[src/rtl/tri_cfg_pkg.sv]
// ============================================================================
// Module      : tri_cfg_pkg
// Description : Shared widths, FSM state encodings and vertex register indices
//               for the triangle configuration controller.
// Revision    : 1.0 - initial release
// ============================================================================
`default_nettype none

package tri_cfg_pkg;

    localparam int COORD_W = 12;
    localparam int AREA_W  = 2*COORD_W + 2;
    localparam int ACC_W   = AREA_W + 1;
    localparam int DIFF_W  = COORD_W + 1;
    localparam int PROD_W  = 2*COORD_W + 1;

    typedef logic [2:0] state_t;

    localparam state_t ST_IDLE    = 3'd0;
    localparam state_t ST_CALC0   = 3'd1;
    localparam state_t ST_CALC1   = 3'd2;
    localparam state_t ST_CALC2   = 3'd3;
    localparam state_t ST_ABS     = 3'd4;
    localparam state_t ST_WAIT_FS = 3'd5;
    localparam state_t ST_COMMIT  = 3'd6;

    localparam logic [2:0] IDX_X1 = 3'd0;
    localparam logic [2:0] IDX_Y1 = 3'd1;
    localparam logic [2:0] IDX_X2 = 3'd2;
    localparam logic [2:0] IDX_Y2 = 3'd3;
    localparam logic [2:0] IDX_X3 = 3'd4;
    localparam logic [2:0] IDX_Y3 = 3'd5;

endpackage

`default_nettype wire

[src/rtl/tri_area_mac.sv]
// ============================================================================
// Module      : tri_area_mac
// Description : Shared multiply-accumulate for the doubled triangle area:
//               acc += x * (ya - yb), x unsigned, result signed.
// Revision    : 1.0 - initial release
// ============================================================================
`default_nettype none

module tri_area_mac
    import tri_cfg_pkg::*;
(
    input  logic                     clk,
    input  logic                     rst_n,
    input  logic [COORD_W-1:0]       x,
    input  logic [COORD_W-1:0]       ya,
    input  logic [COORD_W-1:0]       yb,
    input  logic                     clr,
    input  logic                     en,
    output logic signed [ACC_W-1:0]  acc
);

    logic signed [DIFF_W-1:0] diff;
    logic signed [PROD_W-1:0] x_ext;
    logic signed [PROD_W-1:0] diff_ext;
    logic signed [PROD_W-1:0] prod;
    logic signed [ACC_W-1:0]  acc_d;
    logic signed [ACC_W-1:0]  acc_q;

    // Both y values fit in 12 unsigned bits, so a 13-bit signed difference never wraps.
    assign diff     = $signed({1'b0, ya}) - $signed({1'b0, yb});
    assign x_ext    = {{(PROD_W-COORD_W){1'b0}}, x};
    assign diff_ext = {{(PROD_W-DIFF_W){diff[DIFF_W-1]}}, diff};
    assign prod     = x_ext * diff_ext;

    always_comb begin
        acc_d = acc_q;
        if (clr) begin
            acc_d = '0;
        end else if (en) begin
            acc_d = acc_q + {{(ACC_W-PROD_W){prod[PROD_W-1]}}, prod};
        end
    end

    always_ff @(posedge clk or negedge rst_n) begin
        if (!rst_n) begin
            acc_q <= '0;
        end else begin
            acc_q <= acc_d;
        end
    end

    assign acc = acc_q;

endmodule

`default_nettype wire

[src/rtl/tri_config_ctrl.sv]
// ============================================================================
// Module      : tri_config_ctrl
// Description : Shadow/active vertex configuration with frame-synchronous commit
//               and precomputed doubled area. Optional macro TRI_CFG_DROP_DEGEN_EN
//               drops zero-area sets instead of committing them.
// Revision    : 1.0 - initial release
// ============================================================================
`default_nettype none

module tri_config_ctrl
    import tri_cfg_pkg::*;
(
    input  logic                CLOCK_50,
    input  logic                RESET_N,
    input  logic                wr_valid,
    output logic                wr_ready,
    input  logic [2:0]          wr_idx,
    input  logic [COORD_W-1:0]  wr_data,
    input  logic                wr_last,
    input  logic                frame_start,
    output logic [COORD_W-1:0]  tri_x1,
    output logic [COORD_W-1:0]  tri_y1,
    output logic [COORD_W-1:0]  tri_x2,
    output logic [COORD_W-1:0]  tri_y2,
    output logic [COORD_W-1:0]  tri_x3,
    output logic [COORD_W-1:0]  tri_y3,
    output logic [AREA_W-1:0]   tri_area2,
    output logic                tri_neg,
    output logic                tri_degenerate,
    output logic                busy,
    output logic                commit_pulse,
    output logic                cfg_reject
);

    state_t                    state_d, state_q;
    logic [5:0][COORD_W-1:0]   shadow_d, shadow_q;
    logic [5:0][COORD_W-1:0]   active_d, active_q;
    logic [AREA_W-1:0]         area_d, area_q;
    logic                      neg_d, neg_q;
    logic                      degen_d, degen_q;
    logic [AREA_W-1:0]         mag_d, mag_q;
    logic                      lneg_d, lneg_q;
    logic                      ldegen_d, ldegen_q;
    logic                      commit_pulse_d, commit_pulse_q;
    logic                      cfg_reject_d;

    logic [COORD_W-1:0]        mac_x, mac_ya, mac_yb;
    logic                      mac_clr, mac_en;
    logic signed [ACC_W-1:0]   acc;
    logic [AREA_W-1:0]         acc_abs;
    logic                      acc_zero;

    assign wr_ready = (state_q == ST_IDLE);
    assign busy     = (state_q != ST_IDLE);

    assign mac_clr  = (state_q == ST_IDLE);
    assign mac_en   = (state_q == ST_CALC0) || (state_q == ST_CALC1) || (state_q == ST_CALC2);

    // Step k feeds x_k, y_(k+1), y_(k+2) with indices taken mod 3.
    always_comb begin
        mac_x  = shadow_q[IDX_X1];
        mac_ya = shadow_q[IDX_Y2];
        mac_yb = shadow_q[IDX_Y3];
        case (state_q)
            ST_CALC1: begin
                mac_x  = shadow_q[IDX_X2];
                mac_ya = shadow_q[IDX_Y3];
                mac_yb = shadow_q[IDX_Y1];
            end
            ST_CALC2: begin
                mac_x  = shadow_q[IDX_X3];
                mac_ya = shadow_q[IDX_Y1];
                mac_yb = shadow_q[IDX_Y2];
            end
            default: ;
        endcase
    end

    tri_area_mac u_mac (
        .clk   (CLOCK_50),
        .rst_n (RESET_N),
        .x     (mac_x),
        .ya    (mac_ya),
        .yb    (mac_yb),
        .clr   (mac_clr),
        .en    (mac_en),
        .acc   (acc)
    );

    // The accumulator magnitude is always below 2^26, so the low bits carry it fully.
    assign acc_abs  = acc[ACC_W-1] ? (~acc[AREA_W-1:0] + AREA_W'(1)) : acc[AREA_W-1:0];
    assign acc_zero = (acc == '0);

    always_comb begin
        state_d        = state_q;
        shadow_d       = shadow_q;
        active_d       = active_q;
        area_d         = area_q;
        neg_d          = neg_q;
        degen_d        = degen_q;
        mag_d          = mag_q;
        lneg_d         = lneg_q;
        ldegen_d       = ldegen_q;
        commit_pulse_d = 1'b0;
        cfg_reject_d   = 1'b0;
        case (state_q)
            ST_IDLE: begin
                if (wr_valid) begin
                    case (wr_idx)
                        IDX_X1:  shadow_d[IDX_X1] = wr_data;
                        IDX_Y1:  shadow_d[IDX_Y1] = wr_data;
                        IDX_X2:  shadow_d[IDX_X2] = wr_data;
                        IDX_Y2:  shadow_d[IDX_Y2] = wr_data;
                        IDX_X3:  shadow_d[IDX_X3] = wr_data;
                        IDX_Y3:  shadow_d[IDX_Y3] = wr_data;
                        default: ;
                    endcase
                    if (wr_last) begin
                        state_d = ST_CALC0;
                    end
                end
            end
            ST_CALC0: state_d = ST_CALC1;
            ST_CALC1: state_d = ST_CALC2;
            ST_CALC2: state_d = ST_ABS;
            ST_ABS: begin
                mag_d    = acc_abs;
                lneg_d   = acc[ACC_W-1];
                ldegen_d = acc_zero;
`ifdef TRI_CFG_DROP_DEGEN_EN
                if (acc_zero) begin
                    state_d      = ST_IDLE;
                    cfg_reject_d = 1'b1;
                end else begin
                    state_d = ST_WAIT_FS;
                end
`else
                state_d = ST_WAIT_FS;
`endif
            end
            ST_WAIT_FS: begin
                if (frame_start) begin
                    state_d = ST_COMMIT;
                end
            end
            ST_COMMIT: begin
                active_d       = shadow_q;
                area_d         = mag_q;
                neg_d          = lneg_q;
                degen_d        = ldegen_q;
                commit_pulse_d = 1'b1;
                state_d        = ST_IDLE;
            end
            default: state_d = ST_IDLE;
        endcase
    end

    always_ff @(posedge CLOCK_50 or negedge RESET_N) begin
        if (!RESET_N) begin
            state_q        <= ST_IDLE;
            shadow_q       <= '0;
            active_q       <= '0;
            area_q         <= '0;
            neg_q          <= 1'b0;
            degen_q        <= 1'b1;
            mag_q          <= '0;
            lneg_q         <= 1'b0;
            ldegen_q       <= 1'b1;
            commit_pulse_q <= 1'b0;
        end else begin
            state_q        <= state_d;
            shadow_q       <= shadow_d;
            active_q       <= active_d;
            area_q         <= area_d;
            neg_q          <= neg_d;
            degen_q        <= degen_d;
            mag_q          <= mag_d;
            lneg_q         <= lneg_d;
            ldegen_q       <= ldegen_d;
            commit_pulse_q <= commit_pulse_d;
        end
    end

`ifdef TRI_CFG_DROP_DEGEN_EN
    logic cfg_reject_q;

    always_ff @(posedge CLOCK_50 or negedge RESET_N) begin
        if (!RESET_N) begin
            cfg_reject_q <= 1'b0;
        end else begin
            cfg_reject_q <= cfg_reject_d;
        end
    end

    assign cfg_reject = cfg_reject_q;
`else
    logic unused_reject;
    assign unused_reject = cfg_reject_d;
    assign cfg_reject    = 1'b0;
`endif

    assign tri_x1         = active_q[IDX_X1];
    assign tri_y1         = active_q[IDX_Y1];
    assign tri_x2         = active_q[IDX_X2];
    assign tri_y2         = active_q[IDX_Y2];
    assign tri_x3         = active_q[IDX_X3];
    assign tri_y3         = active_q[IDX_Y3];
    assign tri_area2      = area_q;
    assign tri_neg        = neg_q;
    assign tri_degenerate = degen_q;
    assign commit_pulse   = commit_pulse_q;

endmodule

`default_nettype wire

[config.mk]
export PLATFORM = sky130hd
export DESIGN_NAME = tri_config_ctrl
export DESIGN_NICKNAME = d
export VERILOG_FILES = /design/src/rtl/tri_cfg_pkg.sv /design/src/rtl/tri_area_mac.sv /design/src/rtl/tri_config_ctrl.sv
export SDC_FILE = /design/constraint.sdc
export NUM_CORES = 1
export LEC_CHECK = 0
export ABC_CLOCK_PERIOD_IN_PS = 16200
export CORE_MARGIN = 1.5
export CORE_UTILIZATION = 55
export DETAILED_ROUTE_END_ITERATION = 10
export GPL_ROUTABILITY_DRIVEN = 0
export GPL_TIMING_DRIVEN = 0
export HOLD_SLACK_MARGIN = 0.12
export PLACE_DENSITY = 0.72
export SLEW_MARGIN = 20
export SYNTH_ARGS = -nofsm -noshare
export SYNTH_HDL_FRONTEND = slang
export SYNTH_HIERARCHICAL = 1
export SYNTH_SLANG_ARGS = --single-unit
[constraint.sdc]
create_clock -name CLOCK_50 -period 16.2 [get_ports CLOCK_50]
set_clock_uncertainty 0.15 [all_clocks]
set_input_delay 2.43 -clock CLOCK_50 [delete_from_list [all_inputs] [get_ports CLOCK_50]]
set_output_delay 2.43 -clock CLOCK_50 [all_outputs]
set_load 0.01 [all_outputs]
==> run metrics, run 1 <==
Post-Syn Area per Cell 9.261 µm²; top-area cell type share of the netlist area 0.3316; crit path launch type flop; top_reg_cell synth dfrtp_1; crit-path max cell delay 0.69 ns; syn nets 2127; post-synthesis compound-gate area fraction 0.08834; WP depth a little over 40; clock transition at the registers of the reported paths 0.06 ns; hold path cells 2; critical path's top delay family adder cells; overflow left after global routing 0; Critical Path Source state_q[0]$_DFFE_PN0P_; CP bufs+invs 8; CTS buffer count 24; Die X ~180 µm; status complete, but fails checks; antenna cells 0; clock sink count roughly 230; final worst path period need ~12 ns; met1 WL 19.38 mm; Slew headroom 0.3605; Area contributors post-synth dfrtp_1 (33%), fa_1 (13%), nand2_1 (9.8%); f_max 0.08269 GHz; Ys Warns 6; Critical Path End Type flop; crit path DAT 12.36 ns; critical path required time 16.47 ns; vias in the first global route between 10000 and 15000; post-synthesis sequential area ratio 0.3347; Nets 2277; Met3 Wirelength 2.554 mm; Post-Synthesis Cells 1866; die area around 32000 µm²; Max FO, Critical Path 10; maximum clock path buffer count 3; initial detailed-routing violation count 952; multiplexer area fraction after synthesis 0.08392; Synth Area in XOR/XNOR 0.03323; Crit path top cell by count fa_1; # hold bufs at CTS 0; max-slew violations 0; design area 19810 µm²; I/O pin total 124; DRC 17; Reg-to-Reg Start state_q[0]$_DFFE_PN0P_; cell with the most instances after synthesis nand2_1; final antenna-violating net count 0; final setup violation count 0; kind of critical path reg2reg; vias per cell ~5.6; RSZ-0062 raised after global routing no; TNS Setup 0 ns; Synth Register Bits ~230; violations in the final reports DRC; HP Start mag_q[18]$_DFFE_PN0N_; EDFF count, synth 0; largest family of logic cells by synthesized area adder cells; antenna violations before repair 0; Fin. Hold Viols 0; Die Y roughly 180 µm; cell area after synthesis 17280 µm²; Via Count 13560; maxcap violations 0; WL met2 19.73 mm; worst slew pin tran 0.9493 ns; Synth Area in Simple Gates 0.1799; cell area after placement 19060 µm²; Layout fillers around 2500; # rows between 60 and 70; Synth top cells by count nand2_1 (449), dfrtp_1 (229), inv_1 (166); pin count of the biggest net entering global routing 104; Synth area leader dfrtp_1; WL/cell around 17 µm; gr usage total 0.2695; synth unique cells around 80; post-CTS setup buffers 0; DRT Wirelength between 40 and 50 mm; Starting Density 0.5620; Post-Synth Adder-Cell Area 0.2232; IO Port Bufs 122; max layer used met4; Core ar. between 30000 and 40000 µm²; CTS tree built; Post-synth ARST share 1.000; Slowest-stage cell, CP buf_1; CTS H-tree lvls 1; post-route clock period utilization 0.7465; first-pass GRT wire length 70.67 mm; r2r worst-path depth 41; Syn-to-layout area delta 14.61%; share of cells above drive strength 1 0.05071; root buf cell clkbuf_16; Worst-Skew Late Latency 0.54 ns; # resized after CTS 0; HPWL after detailed placement 33.61 mm; Initial DRT Pass Iterations 11; Hold/Removal Path Class reg2reg
-- flip-flops by register name (all words and copies together) (netlist names), 3 cells and up --
| register | cells |
|---|---|
| tri_x1 | 12 |
| tri_y2 | 12 |
| tri_y3 | 12 |
| state_q | 3 |
| mag_q | 26 |
| tri_y1 | 12 |
| u_mac/acc | 27 |
| tri_x2 | 12 |
| tri_area2 | 26 |
| tri_x3 | 12 |
| shadow_q | 72 |
-- final timing paths --
kind                                                  end  slack (ns)
worst max-delay path            u_mac/acc[22]$_DFFE_PN0P_        4.11
worst max register to register  u_mac/acc[22]$_DFFE_PN0P_        4.11
min in group asynchronous       tri_area2[23]$_DFFE_PN0P_        1.71
worst min-delay path            tri_area2[18]$_DFFE_PN0P_        0.32
max in group asynchronous          tri_x1[10]$_DFFE_PN0P_       13.23
worst min register to register  tri_area2[18]$_DFFE_PN0P_        0.32
-- stage by stage --
step,util,std cells,setup WS [ns],hold slack (ns)
floorplan,-,1866,5.778,0.2848
global placement,0.6178,2384,3.074,0.3039
detailed placement,0.6198,2386,4.249,0.3058
CTS,0.6441,2427,4.178,0.3205
global route,0.6441,2427,3.404,0.3382
finish,0.6441,2427,4.106,0.3191
-- layout by cell type (no fill, tap or decap), types with 32 or more instances in the layout --
| cell | n |
|---|---|
| inv_1 | 166 |
| clkbuf_1 | 79 |
| o21ai_0 | 66 |
| nand2_1 | 449 |
| and2_1 | 32 |
| fa_1 | 112 |
| dfrtp_1 | 229 |
| mux2_1 | 52 |
| ha_1 | 129 |
| mux2i_1 | 56 |
| nor2_1 | 90 |
| a21oi_1 | 61 |
| clkdlybuf4s50_1 | 121 |
| xor2_1 | 32 |
-- worst min-delay path, delay by kind of cell (launching register included) --
kind,cells,cell delay (ns)
DFF,1,0.34
and+or+nand+nor,2,0.10
-- routing by layer --
metal  track usage  vias up
met3       0.03436       56
met2        0.4380      375
met4       0.06084        0
met1        0.3869     6725
li1              -     6405
met5             0        -
-- final cells by class --
class | count | area [µm²] | area share
buffer | 88 | 350.3 | 0.01769
inverter | 167 | 626.9 | 0.03165
clock inverter | 9 | 87.58 | 0.004422
timing repair buffer | 124 | 1281 | 0.06469
tap | 396 | 495.5 | 0.02502
multi-input combinational | 1380 | 10520 | 0.5312
clock buffer | 32 | 660.6 | 0.03336
sequential | 231 | 5783 | 0.2920
-- cell families (layout without fill, tap and decap cells) --
family / after synthesis / count (layout)
simple gates: 711 / 711
mux: 135 / 135
fa+ha+maj: 241 / 241
buf+inv: 255 / 420
other cells: 1 / 1
flops: 231 / 231
compound gates: 228 / 228
xor+xnor: 64 / 64
Power of run 1 is left out: the tool's default activity adds up to more than one toggle a clock period on the data nets, which glitch-free logic cannot reach.
==> run 2: changes to the inputs <==
--- a/config.mk
+++ b/config.mk
@@ -5,7 +5,7 @@
 export SDC_FILE = /design/constraint.sdc
 export NUM_CORES = 1
 export LEC_CHECK = 0
-export ABC_CLOCK_PERIOD_IN_PS = 16200
+export ABC_CLOCK_PERIOD_IN_PS = 11800
 export CORE_MARGIN = 1.5
 export CORE_UTILIZATION = 55
 export DETAILED_ROUTE_END_ITERATION = 10
==> constraint.sdc (replaced) <==
create_clock -name CLOCK_50 -period 11.8 [get_ports CLOCK_50]
set_clock_uncertainty 0.15 [all_clocks]
set_input_delay 1.77 -clock CLOCK_50 [delete_from_list [all_inputs] [get_ports CLOCK_50]]
set_output_delay 1.77 -clock CLOCK_50 [all_outputs]
set_load 0.01 [all_outputs]
==> run 2 against run 1 <==
Effect of this change: the flow still finishes with violations (DRC); non-clock buffer count shrank 4; wire length grew 0.12%; sequential share of layout area is essentially flat; via count shrank 0.11%; final area grew 0.13%; core utilization grew 0.081 points; highest routed layer unchanged; first-iteration DRC count grew 2.2%; setup slack lost 3.4 ns; cell count shrank 0.16%; die area is the same; fmax grew 8.9%.
==> run metrics, run 2 (same netlist as run 1, synthesis figures left out) <==
status complete, but fails checks (unchanged); violations in the final reports DRC (unchanged); final antenna-violating net count 0 (unchanged); # rows 64 (unchanged); r2r endpoint u_mac/acc[22]$_DFFE_PN0P_ (unchanged); hold_ws 0.3180 ns (was 0.3191 ns); vias in the first global route 13340 (was 13350); I/O pin total 124 (unchanged); RSZ-0062 raised after global routing no (unchanged); final worst path period need 11.11 ns (was 12.09 ns); Slew headroom 0.3673 (was 0.3605); Slowest-stage cell, CP fa_1 (was buf_1); IO Port Bufs 122 (unchanged); multi-input logic area 10550 µm² (was 10520 µm²); placed instance count 2386 (unchanged); Critical Path End Type flop (unchanged); Crit path top cell by count fa_1 (unchanged); initial detailed-routing violation count 973 (was 952); maximum clock path buffer count 3 (unchanged); post-route clock period utilization 0.9415 (was 0.7465); Core ar. 30750 µm² (unchanged); design area 19830 µm² (was 19810 µm²); crit path launch type flop (unchanged); Nets 2273 (was 2277); crit path DAT 11.38 ns (was 12.36 ns); Reg-to-Reg Start state_q[2]$_DFFE_PN0P_ (was state_q[0]$_DFFE_PN0P_); Fin. Hold Viols 0 (unchanged); Hold/Removal Path Class reg2reg (unchanged); setup slack after layout 0.6907 ns (was 4.106 ns); # hold bufs at CTS 0 (unchanged); Biggest register shadow_q (unchanged); crit-path max cell delay 0.55 ns (was 0.69 ns); max reg flops 72 (unchanged); CP bufs+invs 5 (was 8); r2r worst-path depth 38 (was 41); DRC 17 (unchanged); pin count of the biggest net entering global routing 104 (unchanged); antenna violations before repair 0 (unchanged); first-pass GRT wire length 70.66 mm (was 70.67 mm); kind of critical path reg2reg (unchanged); worst slew pin tran 0.9391 ns (was 0.9493 ns); die area 32490 µm² (unchanged); Die X 180.3 µm (unchanged); Worst-Skew Late Latency 0.54 ns (about the same); maxcap violations 0 (unchanged); hold endpoint tri_area2[5]$_DFFE_PN0P_ (was tri_area2[18]$_DFFE_PN0P_); share of cells above drive strength 1 0.05821 (was 0.05071); gr usage total 0.2695 (unchanged); Max FO, Critical Path 12 (was 10); CTS buffer count 24 (unchanged); WL/cell 17.55 µm (was 17.50 µm); pre-CTS setup slack -0.1508 ns (was 4.249 ns); vias per cell 5.591 (was 5.588); CTS H-tree lvls 1 (unchanged); R2R setup slack 0.69 ns (was 4.11 ns); register area 5786 µm² (was 5783 µm²); clock sink count 231 (unchanged); CTS tree built (unchanged); Layout fillers 2536 (was 2542); root buf cell clkbuf_16 (unchanged); antenna cells 0 (unchanged); fin cells 2423 (was 2427); cell area after placement 19060 µm² (unchanged); commonest non-fill, non-tap cell in the layout nand2_1 (unchanged); Via Count 13550 (was 13560); Starting Density 0.5620 (unchanged); critical path's top delay family adder cells (unchanged); overflow left after global routing 0 (unchanged); Initial DRT Pass Iterations 11 (unchanged); DRT Wirelength 42.52 mm (was 42.47 mm); HP Start mag_q[5]$_DFFE_PN0N_ (was mag_q[18]$_DFFE_PN0N_); clock transition at the registers of the reported paths 0.06 ns (about the same); final setup violation count 0 (unchanged); Syn-to-layout area delta 14.76% (was 14.61%); max-slew violations 0 (unchanged); hold path cells 2 (unchanged); HPWL after detailed placement 33.61 mm (unchanged); most frequent cells in the layout nand2_1 (449), dfrtp_1 (227), inv_1 (166) (was nand2_1 (449), dfrtp_1 (229), inv_1 (166)); Die Y 180.3 µm (unchanged); critical path required time 12.07 ns (was 16.47 ns); f_max 0.09001 GHz (was 0.08269 GHz)
[run 2: changes by cell type in the layout (fill, tap and decap cells not counted), sizes merged]
| cell | previous run | this run |
|---|---|---|
| buf | 17 | 15 |
| clkbuf | 106 | 104 |
[run 2: timing repair]
action | CTS | global route
setup endpoints to repair | 4 | 10
gates resized for setup | 3 | 18
pin swaps | 0 | 0
buffers inserted | 0 | 0
[run 2: layer usage]
metal  global-route usage  vias to the layer above  wire length [µm]
met5                    0                        -                 0
met4              0.06118                        0               855
met3              0.03436                       63              2622
met2               0.4378                      392             19740
met1               0.3869                     6686             19300
li1                     -                     6405                 -
[run 2: how the worst max path moves through the flow]
stage	depth (start not counted)	to	start
after floorplan	41	u_mac/acc[22]$_DFFE_PN0P_	state_q[0]$_DFFE_PN0P_
after global routing	40	u_mac/acc[22]$_DFFE_PN0P_	state_q[2]$_DFFE_PN0P_
after CTS	40	u_mac/acc[22]$_DFFE_PN0P_	state_q[0]$_DFFE_PN0P_
after detailed placement	41	u_mac/acc[22]$_DFFE_PN0P_	state_q[0]$_DFFE_PN0P_
after global placement	1	tri_x2[6]$_DFFE_PN0P_	RESET_N
final	38	u_mac/acc[22]$_DFFE_PN0P_	state_q[2]$_DFFE_PN0P_
[run 2: cell type report]
| cell class | instances | area share |
|---|---|---|
| inverters | 167 | 0.03161 |
| clock inverters | 9 | 0.004417 |
| plain buffers | 84 | 0.01741 |
| well taps | 396 | 0.02499 |
| flip-flops and latches | 231 | 0.2918 |
| clock buffers | 32 | 0.03331 |
| multi-input cells | 1380 | 0.5319 |
| repair buffers | 124 | 0.06461 |
[run 2: through the flow]
step,setup TNS (ns),util
global placement,-146.64,0.6178
floorplan,0,-
CTS,0,0.6441
finish,0,0.6449
global route,0,0.6449
detailed placement,-0.1508,0.6198
[run 2: worst min-delay path, cell delays in order (launching register included)]
cell and delay, ns:
dfrtp_1 0.34, nand2_1 0.05, nand2_1 0.05
Power of run 2 is left out for the same reason.
